### config.mk
export PLATFORM = sky130hd
export DESIGN_NAME = sample_distributor_flat
export DESIGN_NICKNAME = d
export VERILOG_FILES = /design/src/rtl/sample_distributor_if.sv /design/src/rtl/sample_distributor.sv /design/src/flat_wrapper.sv
export SDC_FILE = /design/constraint.sdc
export NUM_CORES = 1
export LEC_CHECK = 0
export ABC_AREA = 0
export CORE_ASPECT_RATIO = 0.75
export CORE_MARGIN = 2
export CORE_UTILIZATION = 40
export CTS_CLUSTER_DIAMETER = 150
export DETAILED_ROUTE_END_ITERATION = 10
export GPL_ROUTABILITY_DRIVEN = 0
export PLACE_DENSITY = 0.77
export SYNTH_ARGS = -nofsm -noshare
export SYNTH_HDL_FRONTEND = slang
export SYNTH_SLANG_ARGS = --single-unit
### constraint.sdc
create_clock -name clk -period 1.8 [get_ports clk]
set_input_delay 0.27 -clock clk [delete_from_list [all_inputs] [get_ports clk]]
set_output_delay 0.27 -clock clk [all_outputs]
set_load 0.01 [all_outputs]
### src/rtl/sample_distributor_if.sv
// Shared bus between the sample dispatcher and its environment: sample handshake,
// channel enables, per-channel start/done strobes and frame status.
interface sample_distributor_if #(
    parameter int N = 25
);
    logic [N-1:0] x_in;
    logic         x_valid;
    logic         x_ready;
    logic         sw1;
    logic         sw2;
    logic         sw3;
    logic [N-1:0] xk;
    logic         start1;
    logic         start2;
    logic         start3;
    logic         done1;
    logic         done2;
    logic         done3;
    logic [2:0]   ch_mask;
    logic         busy;
    logic         frame_done;
    logic         timeout_err;

    modport master (
        output x_in, x_valid, sw1, sw2, sw3, done1, done2, done3,
        input  x_ready, xk, start1, start2, start3, ch_mask, busy, frame_done, timeout_err
    );

    modport slave (
        input  x_in, x_valid, sw1, sw2, sw3, done1, done2, done3,
        output x_ready, xk, start1, start2, start3, ch_mask, busy, frame_done, timeout_err
    );
endinterface

### src/rtl/sample_distributor.sv
// Latches one sample per frame and starts enabled channels 1..3 in order, one at a time;
// x_ready only in IDLE. DISTRIB_TIMEOUT_EN adds a 255-cycle per-channel watchdog.
module sample_distributor #(
    parameter int N = 25
) (
    input  logic               clk,
    input  logic               reset,
    sample_distributor_if.slave bus
);

    typedef enum logic [1:0] {
        IDLE   = 2'd0,
        ISSUE  = 2'd1,
        WAIT   = 2'd2,
        FINISH = 2'd3
    } state_t;

    state_t       state_q, state_d;
    logic [1:0]   idx_q, idx_d;
    logic [N-1:0] xk_q, xk_d;
    logic [2:0]   mask_q, mask_d;
    logic [2:0]   start_q, start_d;
    logic         frame_done_q, frame_done_d;

    logic [2:0]   done_v;
    logic         done_sel;
    logic         tmo_hit;
    logic         accept;

    assign done_v   = {bus.done3, bus.done2, bus.done1};
    assign done_sel = done_v[idx_q];

    assign bus.x_ready = (state_q == IDLE) && !reset;
    assign bus.busy    = (state_q != IDLE);
    assign accept      = bus.x_valid && bus.x_ready;

`ifdef DISTRIB_TIMEOUT_EN
    logic [7:0] wdog_q, wdog_d;
    logic       tmo_err_q, tmo_err_d;

    // wdog_q counts completed WAIT cycles; the 255th silent cycle forces an advance
    assign tmo_hit = (state_q == WAIT) && !done_sel && (wdog_q == 8'd254);

    always_comb begin
        wdog_d    = (state_q == WAIT) ? wdog_q + 8'd1 : 8'd0;
        tmo_err_d = tmo_err_q | tmo_hit;
    end

    always_ff @(posedge clk) begin
        if (reset) begin
            wdog_q    <= 8'd0;
            tmo_err_q <= 1'b0;
        end else begin
            wdog_q    <= wdog_d;
            tmo_err_q <= tmo_err_d;
        end
    end

    assign bus.timeout_err = tmo_err_q;
`else
    assign tmo_hit         = 1'b0;
    assign bus.timeout_err = 1'b0;
`endif

    always_ff @(posedge clk) begin
        if (reset) begin
            state_q      <= IDLE;
            idx_q        <= 2'd0;
            xk_q         <= '0;
            mask_q       <= 3'b000;
            start_q      <= 3'b000;
            frame_done_q <= 1'b0;
        end else begin
            state_q      <= state_d;
            idx_q        <= idx_d;
            xk_q         <= xk_d;
            mask_q       <= mask_d;
            start_q      <= start_d;
            frame_done_q <= frame_done_d;
        end
    end

    always_comb begin
        state_d = state_q;
        idx_d   = idx_q;
        xk_d    = xk_q;
        mask_d  = mask_q;
        case (state_q)
            IDLE: begin
                if (accept) begin
                    xk_d    = bus.x_in;
                    mask_d  = {bus.sw3, bus.sw2, bus.sw1};
                    idx_d   = 2'd0;
                    state_d = ISSUE;
                end
            end
            ISSUE: begin
                if (mask_q[idx_q]) begin
                    state_d = WAIT;
                end else if (idx_q == 2'd2) begin
                    state_d = FINISH;
                end else begin
                    idx_d = idx_q + 2'd1;
                end
            end
            WAIT: begin
                if (done_sel || tmo_hit) begin
                    if (idx_q == 2'd2) begin
                        state_d = FINISH;
                    end else begin
                        idx_d   = idx_q + 2'd1;
                        state_d = ISSUE;
                    end
                end
            end
            FINISH: begin
                state_d = IDLE;
            end
            default: begin
                state_d = IDLE;
            end
        endcase
    end

    // Registered strobes are decoded from the next state so they line up with it
    always_comb begin
        start_d      = 3'b000;
        frame_done_d = (state_d == FINISH);
        if (state_d == ISSUE && mask_d[idx_d]) begin
            start_d[idx_d] = 1'b1;
        end
    end

    assign bus.xk         = xk_q;
    assign bus.ch_mask    = mask_q;
    assign bus.start1     = start_q[0];
    assign bus.start2     = start_q[1];
    assign bus.start3     = start_q[2];
    assign bus.frame_done = frame_done_q;

endmodule
### src/flat_wrapper.sv
// flat-port wrapper written by rule: the top's interface ports become plain ports
module sample_distributor_flat 
#(
    parameter int N = 25
)
  (clk, reset, bus_x_in, bus_x_valid, bus_sw1, bus_sw2, bus_sw3, bus_done1, bus_done2, bus_done3, bus_x_ready, bus_xk, bus_start1, bus_start2, bus_start3, bus_ch_mask, bus_busy, bus_frame_done, bus_timeout_err);
  sample_distributor_if #(.N(N)) bus_i ();
  input  logic clk;
  input  logic reset;
  input wire logic [$bits(bus_i.x_in)-1:0] bus_x_in;
  input wire logic [$bits(bus_i.x_valid)-1:0] bus_x_valid;
  input wire logic [$bits(bus_i.sw1)-1:0] bus_sw1;
  input wire logic [$bits(bus_i.sw2)-1:0] bus_sw2;
  input wire logic [$bits(bus_i.sw3)-1:0] bus_sw3;
  input wire logic [$bits(bus_i.done1)-1:0] bus_done1;
  input wire logic [$bits(bus_i.done2)-1:0] bus_done2;
  input wire logic [$bits(bus_i.done3)-1:0] bus_done3;
  output wire logic [$bits(bus_i.x_ready)-1:0] bus_x_ready;
  output wire logic [$bits(bus_i.xk)-1:0] bus_xk;
  output wire logic [$bits(bus_i.start1)-1:0] bus_start1;
  output wire logic [$bits(bus_i.start2)-1:0] bus_start2;
  output wire logic [$bits(bus_i.start3)-1:0] bus_start3;
  output wire logic [$bits(bus_i.ch_mask)-1:0] bus_ch_mask;
  output wire logic [$bits(bus_i.busy)-1:0] bus_busy;
  output wire logic [$bits(bus_i.frame_done)-1:0] bus_frame_done;
  output wire logic [$bits(bus_i.timeout_err)-1:0] bus_timeout_err;
  assign bus_i.x_in = bus_x_in;
  assign bus_i.x_valid = bus_x_valid;
  assign bus_i.sw1 = bus_sw1;
  assign bus_i.sw2 = bus_sw2;
  assign bus_i.sw3 = bus_sw3;
  assign bus_i.done1 = bus_done1;
  assign bus_i.done2 = bus_done2;
  assign bus_i.done3 = bus_done3;
  assign bus_x_ready = bus_i.x_ready;
  assign bus_xk = bus_i.xk;
  assign bus_start1 = bus_i.start1;
  assign bus_start2 = bus_i.start2;
  assign bus_start3 = bus_i.start3;
  assign bus_ch_mask = bus_i.ch_mask;
  assign bus_busy = bus_i.busy;
  assign bus_frame_done = bus_i.frame_done;
  assign bus_timeout_err = bus_i.timeout_err;
  sample_distributor #(.N(N)) u_core (.clk(clk), .reset(reset), .bus(bus_i));
endmodule
==> metrics.yaml, run 1 <==
outcome:
  status: "finished clean"
drt:
  route.met3.wl_um: 377
  vias_per_cell: 4.793
  route.met2.wl_mm: 1.503
  ant_nets: 0
  m1WireLength_mm: 1.794
  wirelength_mm: 3.692
  wire_per_inst_um: 12.14
  drc: 0
  drtIter0Drc: 58
  dr.pass1.iters: 4
  via_count: 1457
  highest_layer: "met4"
placement:
  dp_hpwl_mm: 2.753
  dp_slack_ns: -0.05851
  place_area_mm2: 0.002213
  port_buffers: 67
  dp_cells: 297
finish:
  syn2layout_area_growth_pct: 55.63
  layout_commonest_cell: "clkdlybuf4s50_1"
  seqCellArea_um2: 723.2
  final_cell_mix: "66 x clkdlybuf4s50_1, 59 x nand2_1, 34 x dfxtp_1"
  design_area_mm2: 0.002317
  drive_above_1_share: 0.09524
  n_antenna_cell: 0
  final_cells: 304
  multi_input_area_um2: 699.4
  nets: 288
  fill_cells: 330
yosys:
  synthesis.instances: 183
  synth_async_sr_flop_share: 0
  ys.flop_type: "dfxtp_1"
  netlist_top_cells_area: "dfxtp_1 48%, nand2_1 15%, a21oi_1 9.7%"
  ys_ff_latch: 36
  netlist.area_leader.share: 0.4840
  synth_area_per_cell_um2: 8.136
  synth-edff-count: 0
  synth_cell_types: 37
  ys_warn_count: 0
  synth_nets: 219
  ys_seq_area_frac: 0.4840
  netlist_area_mm2: 0.001489
  synth_top_area_cell: "dfxtp_1"
clock_network:
  clock_latency_ns: 0.28
  cts_setup_buffers: 0
  cts_resized: 0
  clk_pin_slew_ns: 0.07
  cts_max_level: 2
  root_buffer: "clkbuf_8"
  ctsHoldBuffers: 0
  clock_path_buffers: 2
  cts.sinks: 36
  cts_buffers: 5
  cts_tree: "done"
sta:
  setup_slack_ns: 0.1258
  timing.fmax_mhz: 597.3
  rsz0062_at_grt: "no"
  hold_ws_ns: 0.4523
  finalCritPeriodShare: 0.9301
  post-route-min-period_ns: 1.674
  maxSlewViolCount: 0
  fin_skew_ns: 0.006902
  finalHoldViolCount: 0
  setup_viol: 0
worst_setup_path:
  r2r_cells: 5
  arrival_ns: 1.85
  end_kind: "flop"
  startpoint_type: "flop"
  r2r-start: "u_core.idx_q[1]"
  timing.rr.end: "u_core.start_q[0]"
  cp.required_ns: 1.98
  critical_path_class: "reg -> reg"
  r2r_setup_slack_ns: 0.13
  worst-path-max-fanout: 10
floorplan:
  io_pins: 69
  die_y_um: 56.84
  core_mm2: 0.003613
  dieArea_mm2: 0.004231
  initial_utilization: 0.4120
  std_cell_rows: 19
  die_x_um: 74.45
global_routing:
  grt_max_degree: 22
  grt_antenna_before_repair: 0
  grt_pass1_vias: 1342
  grt_overflow: 0
  groute.usage.overall: 0.1879
  grt_pass1_wl_mm: 6.175
hold_path:
  hold_path_end: "u_core.bus.xk[22]"
  hold_class: "reg -> reg"
  hold_start: "u_core.bus.xk[22]"
  min_path_cells: 2
power:
  p_leak_nw: 0.8724
  powerDensity_mw_per_mm2: 828.8
  vdd_ir_drop_max_uv: 624.9
run:
  drv_cap: 0
==> synth_stat cells, types with 2 or more instances <==
master    number
and2_1         2
nor2_1         8
inv_1          4
nand2b_1       2
nand2b_2       2
nor3_1         2
nor4b_1        2
clkbuf_1       6
buf_2          3
ha_1           2
a21oi_1       29
dfxtp_1       36
nor2b_1        3
nand2_1       59
==> sequential cells by signal (all words and copies together), names as in the netlist <==
name,cells
u_core.start_q,3
u_core.state_q,2
u_core.bus.xk,25
u_core.idx_q,2
u_core.bus.frame_done,1
u_core.bus.ch_mask,3
==> worst max-delay path by stage <==
stage	end	start
CTS	u_core.start_q[0]	u_core.idx_q[1]
detailed placement	u_core.start_q[0]	bus_done3
global route	u_core.start_q[1]	u_core.idx_q[0]
global placement	u_core.start_q[2]	bus_done3
floorplan	u_core.start_q[2]	u_core.idx_q[1]
finish	u_core.start_q[0]	u_core.idx_q[1]
==> per-layer routing <==
layer	vias to the layer above	global-route usage
met5	-	0
met3	3	0.07540
met2	57	0.2604
li1	741	-
met4	0	0.04592
met1	656	0.2698
==> cells by family (layout without fill, tap and decap cells) <==
group	after synthesis	count (layout)	synth area share
flops	36	36	0.4840
mux	2	2	0.02185
compound gates	43	43	0.1782
buf+inv	15	84	0.04789
other cells	1	1	0.002519
simple gates	84	84	0.2487
fa+ha+maj	2	2	0.01680
==> final cells by class <==
class,instances,share of cell area
sequential,36,0.3121
timing repair buffer,73,0.3099
multi-input combinational,132,0.3018
clock buffer,7,0.04158
tap,52,0.02808
inverter,4,0.006479
==> report_power, final <==
group          internal (mW)  switching (mW)  total, mW
Clock                  0.340           0.256      0.596
Combinational          0.236           0.199      0.434
Sequential             0.852          0.0379      0.890
Total                   1.43           0.493       1.92
==> critical path, cell delays in order (launching register included) <==
cell and delay (ns):
dfxtp_2 0.44, mux2i_4 0.29, a2bb2oi_2 0.20, o31ai_2 0.12
a32o_1 0.25, nor4b_1 0.28
==> stage by stage <==
stage | util | power [mW] | TNS [ns]
floorplan | - | 1.111 | 0
global placement | 0.6125 | 1.335 | 0
finish | 0.6413 | 1.921 | 0
CTS | 0.6392 | 1.941 | 0
global route | 0.6413 | 2.029 | 0
detailed placement | 0.6125 | 1.339 | -0.1108
Note: power is estimated with default switching activity, not from simulation.
==> inputs of run 2 (changes only) <==
--- a/config.mk
+++ b/config.mk
@@ -13,6 +13,7 @@
 export DETAILED_ROUTE_END_ITERATION = 10
 export GPL_ROUTABILITY_DRIVEN = 0
 export PLACE_DENSITY = 0.77
+export SLEW_MARGIN = 20
 export SYNTH_ARGS = -nofsm -noshare
 export SYNTH_HDL_FRONTEND = slang
 export SYNTH_SLANG_ARGS = --single-unit
==> results of run 2 <==
Final layout, timing and power as in run 1 (identical DEF).
